**config.mk**
```make
export PLATFORM = sky130hd
export DESIGN_NAME = rom_port_arbiter
export DESIGN_NICKNAME = d
export VERILOG_FILES = /design/src/rtl/rom_port_arbiter.sv
export SDC_FILE = /design/constraint.sdc
export NUM_CORES = 1
export LEC_CHECK = 0
export BUFFER_PORTS_ARGS = -buffer_cell sky130_fd_sc_hd__buf_2
export CAP_MARGIN = 25
export CORE_ASPECT_RATIO = 0.5
export CORE_UTILIZATION = 40
export CTS_CLUSTER_SIZE = 10
export DETAILED_ROUTE_END_ITERATION = 8
export HOLD_SLACK_MARGIN = 0.03
export PLACE_DENSITY = 0.74
export SETUP_SLACK_MARGIN = 0.2
export SLEW_MARGIN = 5
export SYNTH_ARGS = -nofsm -noshare
export SYNTH_HDL_FRONTEND = slang
export SYNTH_SLANG_ARGS = --single-unit
```
**constraint.sdc**
```tcl
create_clock -name clk -period 1.7 [get_ports clk]
set_input_delay 0.085 -clock clk [delete_from_list [all_inputs] [get_ports clk]]
set_output_delay 0.085 -clock clk [all_outputs]
set_load 0.02 [all_outputs]
```
**src/rtl/rom_port_arbiter.sv**
```systemverilog
// rom_port_arbiter: shares the single port of the emulated-ROM block RAM between
// the host bus (absolute priority, serviced every cycle chip-select is low) and an
// auxiliary loader/readback port that only uses idle slots via req/ack.
// Optional feature macro: ROM_ARB_WRPROT_EN adds a wr_lock input that rejects
// auxiliary writes (aux_err=1, RAM untouched). Without it aux_err is constant 0.
module rom_port_arbiter #(
  parameter int DATA_WIDTH = 8,
  parameter int ADDR_WIDTH = 16
) (
  input  logic                  clk,
  input  logic                  rst_n,
  input  logic                  bus_cs_n,
  input  logic [ADDR_WIDTH-1:0] bus_addr,
  output logic [DATA_WIDTH-1:0] bus_data,
  output logic                  bus_oe,
  input  logic                  aux_req,
  input  logic                  aux_we,
  input  logic [ADDR_WIDTH-1:0] aux_addr,
  input  logic [DATA_WIDTH-1:0] aux_wdata,
`ifdef ROM_ARB_WRPROT_EN
  input  logic                  wr_lock,
`endif
  output logic                  aux_ack,
  output logic [DATA_WIDTH-1:0] aux_rdata,
  output logic                  aux_err,
  output logic [ADDR_WIDTH-1:0] mem_addr,
  output logic                  mem_we,
  output logic [DATA_WIDTH-1:0] mem_wdata,
  input  logic [DATA_WIDTH-1:0] mem_rdata
);

  typedef enum logic [1:0] {A_IDLE, A_RDWAIT, A_ACK} aux_state_t;
  typedef enum logic [1:0] {TAG_NONE, TAG_BUS, TAG_AUX_RD} tag_t;

  aux_state_t            state;
  tag_t                  tag;
  logic                  gnt_bus;
  logic                  gnt_aux;
  logic                  wr_blocked;
  logic [ADDR_WIDTH-1:0] addr_q;

`ifdef ROM_ARB_WRPROT_EN
  assign wr_blocked = wr_lock;
`else
  assign wr_blocked = 1'b0;
`endif

  // Per-cycle grant: bus first, aux only into an idle slot with an idle FSM
  always_comb begin
    gnt_bus = ~bus_cs_n;
    gnt_aux = bus_cs_n & aux_req & (state == A_IDLE);
  end

  // RAM port steering; the address holds its last value when nobody is granted
  always_comb begin
    mem_addr  = addr_q;
    mem_we    = 1'b0;
    mem_wdata = aux_wdata;
    if (gnt_bus) begin
      mem_addr = bus_addr;
    end else if (gnt_aux) begin
      mem_addr = aux_addr;
      mem_we   = rst_n & aux_we & ~wr_blocked;
    end
  end

  // Remember the last driven RAM address for idle cycles
  always_ff @(posedge clk or negedge rst_n) begin
    if (!rst_n) addr_q <= '0;
    else        addr_q <= mem_addr;
  end

  // Read tag pipeline and steering of returned RAM data to the right consumer
  always_ff @(posedge clk or negedge rst_n) begin
    if (!rst_n) begin
      tag       <= TAG_NONE;
      bus_data  <= '0;
      bus_oe    <= 1'b0;
      aux_rdata <= '0;
    end else begin
      if (gnt_bus)                 tag <= TAG_BUS;
      else if (gnt_aux && !aux_we) tag <= TAG_AUX_RD;
      else                         tag <= TAG_NONE;
      if (tag == TAG_BUS)    bus_data  <= mem_rdata;
      if (tag == TAG_AUX_RD) aux_rdata <= mem_rdata;
      // release wins over a capture landing in the same cycle
      if (bus_cs_n)            bus_oe <= 1'b0;
      else if (tag == TAG_BUS) bus_oe <= 1'b1;
    end
  end

  // Aux transaction FSM; aux_ack is registered and pulses for the A_ACK cycle
  always_ff @(posedge clk or negedge rst_n) begin
    if (!rst_n) begin
      state   <= A_IDLE;
      aux_ack <= 1'b0;
    end else begin
      case (state)
        A_IDLE: begin
          aux_ack <= 1'b0;
          if (gnt_aux) begin
            if (aux_we) begin
              state   <= A_ACK;
              aux_ack <= 1'b1;
            end else begin
              state <= A_RDWAIT;
            end
          end
        end
        A_RDWAIT: begin
          state   <= A_ACK;
          aux_ack <= 1'b1;
        end
        A_ACK: begin
          state   <= A_IDLE;
          aux_ack <= 1'b0;
        end
        default: begin
          state   <= A_IDLE;
          aux_ack <= 1'b0;
        end
      endcase
    end
  end

`ifdef ROM_ARB_WRPROT_EN
  logic err_q;

  // A write always acks the cycle after its grant, so the reject flag lines up with it
  always_ff @(posedge clk or negedge rst_n) begin
    if (!rst_n) err_q <= 1'b0;
    else        err_q <= gnt_aux & aux_we & wr_lock;
  end

  assign aux_err = err_q;
`else
  assign aux_err = 1'b0;
`endif

endmodule

```
# Yosys cells after proc, flatten, opt, wreduce, memory -nomap -nowiden
# Cells that the tools add are included.
dict set report op_classes {
  eq_ne 4
  mux 14
  n_bitwise 3
  n_reduce_logical 4
}
# operator count
set ops {}
lappend ops {{$mux 16} 2}
lappend ops {{$mux 2} 4}
lappend ops {{$mux 1} 6}
lappend ops {{$eq 2x1->1 const B} 2}
lappend ops {{$pmux 2 s2} 1}
lappend ops {{$and 1x1->1} 3}
lappend ops {{$eq 2x2->1 const B} 1}
lappend ops {{$logic_not 2->1} 1}
lappend ops {{$ne 2x2->1 const B} 1}
lappend ops {{$pmux 1 s2} 1}
lappend ops {{$reduce_bool 2->1} 1}
lappend ops {{$logic_and 1x1->1} 1}
lappend ops {{$logic_not 1->1} 1}
dict set report totals {
  regBits 38
  inputBits 53
  out_inout_bits 44
  wordCells 32
}

# Logic depth before layout (Yosys ltp)
# Gate-level depths: netlist of the first run.
dict set report depth {
  depth_word 5
  ltp_mapped 6
  mapped_depth_nobuf 3
}

# Worst setup path before layout of the first run
# No wires, ideal clock.
dict set report synth_path {
  kind {flip-flop to flip-flop}
  start {register state[1]}
  end {register addr_q[0]}
  setup_time_ps 167
  t_arrival_ps 1401
  required_ps 1533
  slack_ps 131
  stages_incl_launch_ff 6
  n_path_buf 2
  period_less_slack_ps 1569
  path_cell_list {dfrtp_1 > nand4bb_4 > buf_6 > buf_12 > mux2i_1 > a21oi_1}
}
dict set report synth_via {
  elab_chain_len 4
}
# item line
set synth_rtl {}
lappend synth_rtl {{start, declared} 35} ;# aux_state_t state;
lappend synth_rtl {{start signal, assigned} 95} ;# state <= A_IDLE;
lappend synth_rtl {{start signal, assigned} 103} ;# state <= A_ACK;
lappend synth_rtl {{start signal, assigned} 106} ;# state <= A_RDWAIT;
lappend synth_rtl {{$logic_not 2->1} 51} ;# gnt_aux = bus_cs_n & aux_req & (state == A_IDLE);
lappend synth_rtl {{$and 1x1->1} 51}
lappend synth_rtl {{$mux 16} 61} ;# end else if (gnt_aux) begin
lappend synth_rtl {{$mux 16} 59} ;# if (gnt_bus) begin
lappend synth_rtl {{named net mem_addr[0]} 26} ;# output logic [ADDR_WIDTH-1:0] mem_addr,
lappend synth_rtl {{end signal, assigned} 70} ;# else addr_q <= mem_addr;
lappend synth_rtl {{end, declared} 40} ;# logic [ADDR_WIDTH-1:0] addr_q;
# The timed path passes the listed nets, and every way through them passes these cells.
# A chain may end at the register's enable or synchronous reset.

# Worst setup path in the final report of the first run
dict set report layout_path {
  start {register state[0]}
  end {output mem_addr[6]}
}
dict set report layout_via {
  elab_chain_len 4
}
# item line
set layout_rtl {}
lappend layout_rtl {{$logic_not 2->1} 51}
lappend layout_rtl {{$and 1x1->1} 51}
lappend layout_rtl {{$mux 16} 61}
lappend layout_rtl {{$mux 16} 59}
lappend layout_rtl {{end, declared} 26}
# Every way passes these cells.

==> results of run 1 <==
-- cell usage after synthesis --
master | count | share of area
nand4bb_4 | 1 | 0.017
a21oi_1 | 19 | 0.058
mux2i_1 | 16 | 0.097
buf_4 | 10 | 0.045
nand3_1 | 1 | 0.0030
buf_12 | 1 | 0.012
clkbuf_1 | 3 | 0.0068
nor2_1 | 18 | 0.041
inv_2 | 1 | 0.0023
nor4b_1 | 1 | 0.0053
inv_1 | 2 | 0.0046
conb_1 | 1 | 0.0023
dfrtp_1 | 38 | 0.58
buf_6 | 1 | 0.0068
buf_2 | 2 | 0.0061
mux2_1 | 16 | 0.11
nand2b_1 | 2 | 0.0076
-- routing by layer --
layer,share of wire,track usage
met1,0.42,0.191
met2,0.52,0.304
met3,0.047,0.0460
met4,0.015,0.0646
met5,0,0
-- worst paths after layout --
path / from / end / slack [ns] / depth (start not counted)
min in group asynchronous: rst_n / addr_q[6] / 0.41 / 3
max reg2reg: state[0] / addr_q[7] / 0.23 / 6
min: bus_addr[9] / addr_q[9] / 0.06 / 3
max in group asynchronous: rst_n / addr_q[0] / 0.95 / 3
max: state[0] / mem_addr[6] / 0.06 / 5
min reg2reg: aux_rdata[3] / aux_rdata[3] / 0.49 / 1
-- state kept, by name, summed over array words and instances, names as in the netlist --
name       count
aux_ack        1
state          2
bus_oe         1
aux_rdata      8
bus_data       8
addr_q        16
tag            2
-- area by class of cell --
cell class | count | area share
Clock inverter | 1 | 0.0122
Tap cell | 54 | 0.0274
Sequential cell | 38 | 0.385
Clock buffer | 6 | 0.0335
Multi-Input combinational cell | 75 | 0.251
Timing Repair Buffer | 106 | 0.286
Inverter | 3 | 0.00456
-- power breakdown --
part	leakage, nW	internal [mW]	switching [mW]	total (mW)
Combinational	0.760	0.306	0.358	0.665
Sequential	0.443	1.02	0.0484	1.07
Clock	0.0573	0.469	0.296	0.765
Total	1.26	1.80	0.703	2.50
-- logic make-up (layout without fill, tap and decap cells) --
family | Yosys count | in the layout
compound gates | 19 | 19
buf+inv | 20 | 116
flops | 38 | 38
other cells | 1 | 1
mux | 32 | 32
simple gates | 23 | 23
-- per-stage QoR --
step / cell area (µm²) / setup slack (ns) / utilization
after detailed placement: 2050 / 0.278 / 0.523
after global routing: 2470 / -0.0191 / 0.629
final: 2470 / 0.0565 / 0.629
after floorplan: 1680 / 0.265 / -
after global placement: 2050 / 0.330 / 0.523
after CTS: 2380 / 0.0645 / 0.606
-- worst max-delay path, delay by kind of cell, from the launching register on --
family / cells / cell delay (ns)
simple gates: 1 / 0.22
buf+inv: 2 / 0.31
mux: 1 / 0.13
flops: 1 / 0.40
compound gates: 1 / 0.20
-- repair_timing --
action / CTS / global route
endpoints found under the hold margin: 53 / 0
gates resized for setup: 18 / 17
hold buffers: 10 / 0
setup buffers: 8 / 4
cloned: 0 / 0
pin swaps: 10 / 5
endpoints found under the setup margin: 16 / 17
==> insert_results.sql, run 1 <==
INSERT INTO impl_metrics (metric_group, metric, value, unit) VALUES
('outcome', 'outcome', 'finished, final reports clean', ''),
('critical_path', 'crit_fanout', '8', ''),
('floorplan', 'floorplan.die_area', '4400', 'µm²'),
('critical_path', 'path_common_cell', 'buf_6', ''),
('critical_path', 'crit_path_cell_trace', 'nand4bb_4, buf_6, mux2i_1, a21oi_2, buf_6', ''),
('sta', 'setup-violations-final', '0', ''),
('detailed_routing', 'drt_pre_antenna_iters', '4', ''),
('floorplan', 'start_util', '0.421', ''),
('place', 'gpl.final_weighted_congestion', '0.672', ''),
('critical_path', 'arrival', '1.56', 'ns'),
('detailed_routing', 'route.final.wire_length', '3.73', 'mm'),
('sta', 'finalCritPeriodShare', '0.967', ''),
('synthesis', 'synth_compound_area_frac', '0.0576', ''),
('critical_path', 'setup.worst_path.start_class', 'register', ''),
('pwr', 'total_power', '2.50', 'mW'),
('synthesis', 'mappedNetlistNets', '186', ''),
('critical_path', 'criticalPathCategory', 'register to output port', ''),
('synthesis', 'netlist_instances', '133', ''),
('floorplan', 'die_width', '92.8', 'µm'),
('synthesis', 'synth.cell_area', '1650', 'µm²'),
('clocking', 'cts_tree', 'done', ''),
('place', 'buffer_ports.inserted', '79', ''),
('detailed_routing', 'route.detailed.drc', '0', ''),
('sta', 'clock_period_minus_final_worst_setup_slack', '1.64', 'ns'),
('global_routing', 'grt_antenna_before_repair', '0', ''),
('synthesis', 'synth-simple-area-share', '0.0735', ''),
('global_routing', 'overflow', '0', ''),
('layout', 'stdcell_count', '283', ''),
('pwr', 'cellPowerDensity', '1010', 'nW/µm²'),
('clocking', 'cts-root-buf', 'clkbuf_8', ''),
('global_routing', 'grt_pass1_wl', '5.29', 'mm'),
('critical_path', 'cp.required', '1.62', 'ns'),
('synthesis', 'synth-seq-area-share', '0.576', ''),
('synthesis', 'yosysUniqueCellTypes', '17', ''),
('detailed_routing', '1st_iter_drt_viols', '31', ''),
('sta', 'skew', '0.00983', 'ns'),
('sta', 'setup-tns-final', '0', 'ns'),
('global_routing', 'grt_start_max_net_pins', '39', ''),
('detailed_routing', 'routed_wire_length_per_instance', '13.2', 'µm'),
('clocking', 'clk_pin_slew_worst_setup_hold_paths', '0.07', 'ns'),
('place', 'post-place-cells', '254', ''),
('layout', 'area_growth', '49.6', '%'),
('clocking', 'clk_path_buf_depth', '2', ''),
('detailed_routing', 'vias_post_dr', '1297', ''),
('synthesis', 'synth_xor_xnor_area_share', '0', ''),
('sta', 'final-max-slew-violation-count', '0', ''),
('detailed_routing', 'route.antenna.remaining_nets', '0', ''),
('worst_hold_path', 'worst_hold_path_type', 'input port to register', ''),
('floorplan', 'std_cell_rows', '16', ''),
('synthesis', 'postSynthAreaPerCell', '12.4', 'µm²'),
('sta', 'grt_setup_unrepaired', 'yes', ''),
('sta', 'finalHoldViolations', '0', ''),
('floorplan', 'fp.coreArea', '3920', 'µm²'),
('critical_path', 'crit_path_max_incr_delay', '0.40', 'ns'),
('synthesis', 'yosys-mux-area-fraction', '0.206', ''),
('synthesis', 'synth_top_family_by_area', 'multiplexers', ''),
('layout', 'register_cell_area_after_layout', '951', 'µm²'),
('synthesis', 'synth_fa_ha_area_frac', '0', ''),
('run', 'max_cap_viol_count', '0', ''),
('layout', 'antennaDiodeCount', '0', ''),
('layout', 'finish.net_count', '282', ''),
('sta', 'hold_slack', '0.0616', 'ns'),
('clocking', 'insertion_delay', '0.29', 'ns'),
('clocking', 'h-tree-depth', '2', ''),
('pwr', 'vdd_drop_max', '640', 'µV'),
('layout', 'layout-drive-gt1-share', '0.524', ''),
('global_routing', 'first_global_vias', '1181', ''),
('clocking', 'tritoncts.num_buffers', '5', ''),
('floorplan', 'io-pin-count', '97', ''),
('critical_path', 'slowest_stage', 'dfrtp_1', ''),
('detailed_routing', 'vias_per_cell', '4.58', ''),
('layout', 'layout.cells.most_common_list', 'buf_2 (62), dfrtp_1 (38), buf_4 (24), nor2_1 (18)', ''),
('layout', 'nFillCells', '323', ''),
('synthesis', 'ys_warn_count', '0', ''),
('pwr', 'power.leakage', '1.26', 'nW'),
('floorplan', 'dieHeight', '47.4', 'µm'),
('layout', 'multi_input_comb_area', '619', 'µm²'),
('place', 'place.detailed.hpwl', '2.49', 'mm'),
('synthesis', 'ys_ff_latch', '38', ''),
('clocking', 'cts_sinks', '38', ''),
('sta', 'fmax', '0.608', 'GHz'),
('global_routing', 'groute.usage.overall', '0.164', ''),
('layout', 'final_common_cell', 'buf_2', ''),
('critical_path', 'cp-end-kind', 'output port', '');
No activity file was read; power rests on OpenSTA's default activity.
==> inputs of run 2 (changes only) <==
--- a/config.mk
+++ b/config.mk
@@ -7,13 +7,14 @@
 export LEC_CHECK = 0
 export BUFFER_PORTS_ARGS = -buffer_cell sky130_fd_sc_hd__buf_2
 export CAP_MARGIN = 25
+export CELL_PAD_IN_SITES_DETAIL_PLACEMENT = 0
+export CELL_PAD_IN_SITES_GLOBAL_PLACEMENT = 1
 export CORE_ASPECT_RATIO = 0.5
-export CORE_UTILIZATION = 40
+export CORE_UTILIZATION = 32
 export CTS_CLUSTER_SIZE = 10
 export DETAILED_ROUTE_END_ITERATION = 8
 export HOLD_SLACK_MARGIN = 0.03
-export PLACE_DENSITY = 0.74
-export SETUP_SLACK_MARGIN = 0.2
+export PLACE_DENSITY_LB_ADDON = 0.1
 export SLEW_MARGIN = 5
 export SYNTH_ARGS = -nofsm -noshare
 export SYNTH_HDL_FRONTEND = slang
==> run 2 against run 1 <==
Wire length is 9.3% lower. Count of clock-buffer cells in the layout unchanged. Worst hold slack improved by 0.0057 ns. Die area rose by 24%. Total power shrank 8.1%. Highest routed layer unchanged.
==> insert_results.sql, run 2 (synthesis gave the netlist of run 1 again) <==
INSERT INTO impl_metrics (metric_group, metric, value, unit) VALUES
('outcome', 'outcome', 'finished, final reports clean', ''),
('layout', 'finish.net_count', '274', ''),
('clocking', 'cts_tree', 'done', ''),
('critical_path', 'cp.required', '1.62', 'ns'),
('floorplan', 'floorplan.die_area', '5470', 'µm²'),
('global_routing', 'globalRouteMet3Util', '0.0497', ''),
('detailed_routing', 'routed_wire_length_per_instance', '11.6', 'µm'),
('floorplan', 'fp.coreArea', '4930', 'µm²'),
('detailed_routing', 'route.detailed.drc', '0', ''),
('worst_hold_path', 'min_from', 'bus_addr[3]', ''),
('layout', 'regs_by_ff_count', 'addr_q (16), aux_rdata (8), bus_data (8)', ''),
('sta', 'setup-tns-final', '0', 'ns'),
('detailed_routing', '1st_iter_drt_viols', '36', ''),
('floorplan', 'die_width', '104', 'µm'),
('pwr', 'vdd_drop_max', '325', 'µV'),
('global_routing', 'grt_start_max_net_pins', '39', ''),
('layout', 'final_common_cell', 'buf_2', ''),
('place', 'pre_cts_ws', '0.247', 'ns'),
('place', 'gpl.final_weighted_congestion', '0.651', ''),
('floorplan', 'std_cell_rows', '18', ''),
('clocking', 'tritoncts.num_buffers', '5', ''),
('sta', 'fmax', '0.608', 'GHz'),
('sta', 'finalHoldViolations', '0', ''),
('sta', 'finalCritPeriodShare', '0.967', ''),
('global_routing', 'globalRouteMet2Util', '0.206', ''),
('global_routing', 'overflow', '0', ''),
('detailed_routing', 'route.antenna.remaining_nets', '0', ''),
('clocking', 'clk_pin_slew_worst_setup_hold_paths', '0.07', 'ns'),
('clocking', 'cts_sinks', '38', ''),
('worst_hold_path', 'worst_hold_path_type', 'input port to register', ''),
('clocking', 'cts-root-buf', 'clkbuf_8', ''),
('global_routing', 'top_usage_layer', 'met2', ''),
('floorplan', 'start_util', '0.335', ''),
('global_routing', 'global_route.usage.met1', '0.154', ''),
('pwr', 'cellPowerDensity', '977', 'nW/µm²'),
('global_routing', 'groute.usage.overall', '0.127', ''),
('critical_path', 'criticalPathCategory', 'register to output port', ''),
('critical_path', 'setup.worst_path.start_class', 'register', ''),
('place', 'buffer_ports.inserted', '79', ''),
('sta', 'grt_setup_unrepaired', 'yes', ''),
('detailed_routing', 'vias_post_dr', '1242', ''),
('layout', 'antennaDiodeCount', '0', ''),
('layout', 'layout.cells.most_common_list', 'buf_2 (62), dfrtp_1 (38), buf_4 (21), nor2_1 (18)', ''),
('detailed_routing', 'vias_per_cell', '4.25', ''),
('global_routing', 'grt_pass1_wl', '5.18', 'mm'),
('clocking', 'insertion_delay', '0.28', 'ns'),
('sta', 'clock_period_minus_final_worst_setup_slack', '1.64', 'ns'),
('critical_path', 'arrival', '1.56', 'ns'),
('global_routing', 'grt_antenna_before_repair', '0', ''),
('layout', 'area_growth', '42.7', '%'),
('detailed_routing', 'route.final.wire_length', '3.38', 'mm'),
('floorplan', 'io-pin-count', '97', ''),
('layout', 'finalCoreUtilization', '0.477', ''),
('floorplan', 'dieHeight', '52.8', 'µm'),
('sta', 'final-max-slew-violation-count', '0', ''),
('critical_path', 'critPathLaunch', 'state[1]', ''),
('sta', 'setup-violations-final', '0', ''),
('layout', 'nFillCells', '466', ''),
('layout', 'largest-register', 'addr_q', ''),
('pwr', 'power.leakage', '1.20', 'nW'),
('critical_path', 'crit-reg2reg-launch', 'state[1]', ''),
('detailed_routing', 'drt_pre_antenna_iters', '2', ''),
('layout', 'layout-drive-gt1-share', '0.468', ''),
('global_routing', 'first_global_vias', '1115', ''),
('layout', 'largest_register_ffs', '16', ''),
('sta', 'skew', '0.00151', 'ns'),
('critical_path', 'crit_fanout', '10', ''),
('sta', 'setup_ws', '0.0560', 'ns'),
('clocking', 'h-tree-depth', '2', ''),
('place', 'place.detailed.hpwl', '2.30', 'mm'),
('run', 'max_cap_viol_count', '0', ''),
('critical_path', 'cp-end-kind', 'output port', ''),
('clocking', 'clk_path_buf_depth', '2', '');
run 2: cell types whose count changed in the layout (fill, tap and decap cells not counted), moves of 3 or more:
cell,delta
buf_6,-7
a21oi_1,+7
buf_4,-3
a21oi_2,-7
run 2: worst max-delay path: stages (launching register included):
cell       delay [ns]
dfrtp_1          0.39
nand4bb_4        0.25
buf_8            0.18
mux2i_1          0.12
a21oi_1          0.18
buf_4            0.17
run 2: timing repair:
item	CTS	global route
gates cloned	0	0
pin swaps	4	10
hold endpoints to repair	57	0
hold buffers	11	0
gates resized for setup	7	21
setup endpoints to repair	16	16
setup buffers	2	2
run 2: metrics by stage:
stage	cell area, µm²	hold slack (ns)	total power, mW	std cells
3_5_place_dp	2040	0.170	1.62	269
3_3_place_gp	2040	0.170	1.61	269
2_1_floorplan	1650	-0.211	1.44	133
4_1_cts	2280	0.0490	2.31	290
6_report	2350	0.0673	2.30	292
5_1_grt	2350	0.0720	2.45	292
run 2: final timing paths:
| check | to | slack [ns] | depth (start not counted) |
|---|---|---|---|
| worst max-delay path | mem_addr[14] | 0.06 | 5 |
| worst min-delay path | addr_q[3] | 0.07 | 3 |
| worst max register to register | addr_q[14] | 0.40 | 5 |
| worst min register to register | bus_data[5] | 0.49 | 1 |
| max in group asynchronous | aux_rdata[6] | 0.91 | 3 |
| min in group asynchronous | tag[0] | 0.46 | 3 |
run 2: metal layers:
| layer | vias to the layer above | wire [µm] |
|---|---|---|
| met2 | 45 | 1560 |
| met3 | 8 | 211 |
| met4 | 0 | 27 |
| met1 | 571 | 1580 |
| li1 | 618 | - |
| met5 | - | 0 |
run 2: area by class of cell:
class,instances,area [µm²],share of cell area
Clock buffer,6,82.6,0.0351
Clock inverter,2,12.5,0.00531
Inverter,3,11.3,0.00478
Multi-Input combinational cell,75,587,0.249
Sequential cell,38,951,0.404
Tap cell,70,87.6,0.0372
Timing Repair Buffer,98,623,0.265
run 2: report_power, final:
group,switching [mW],internal [mW]
clock network,0.306,0.326
registers,0.0439,1.02
logic,0.334,0.268
total,0.683,1.62
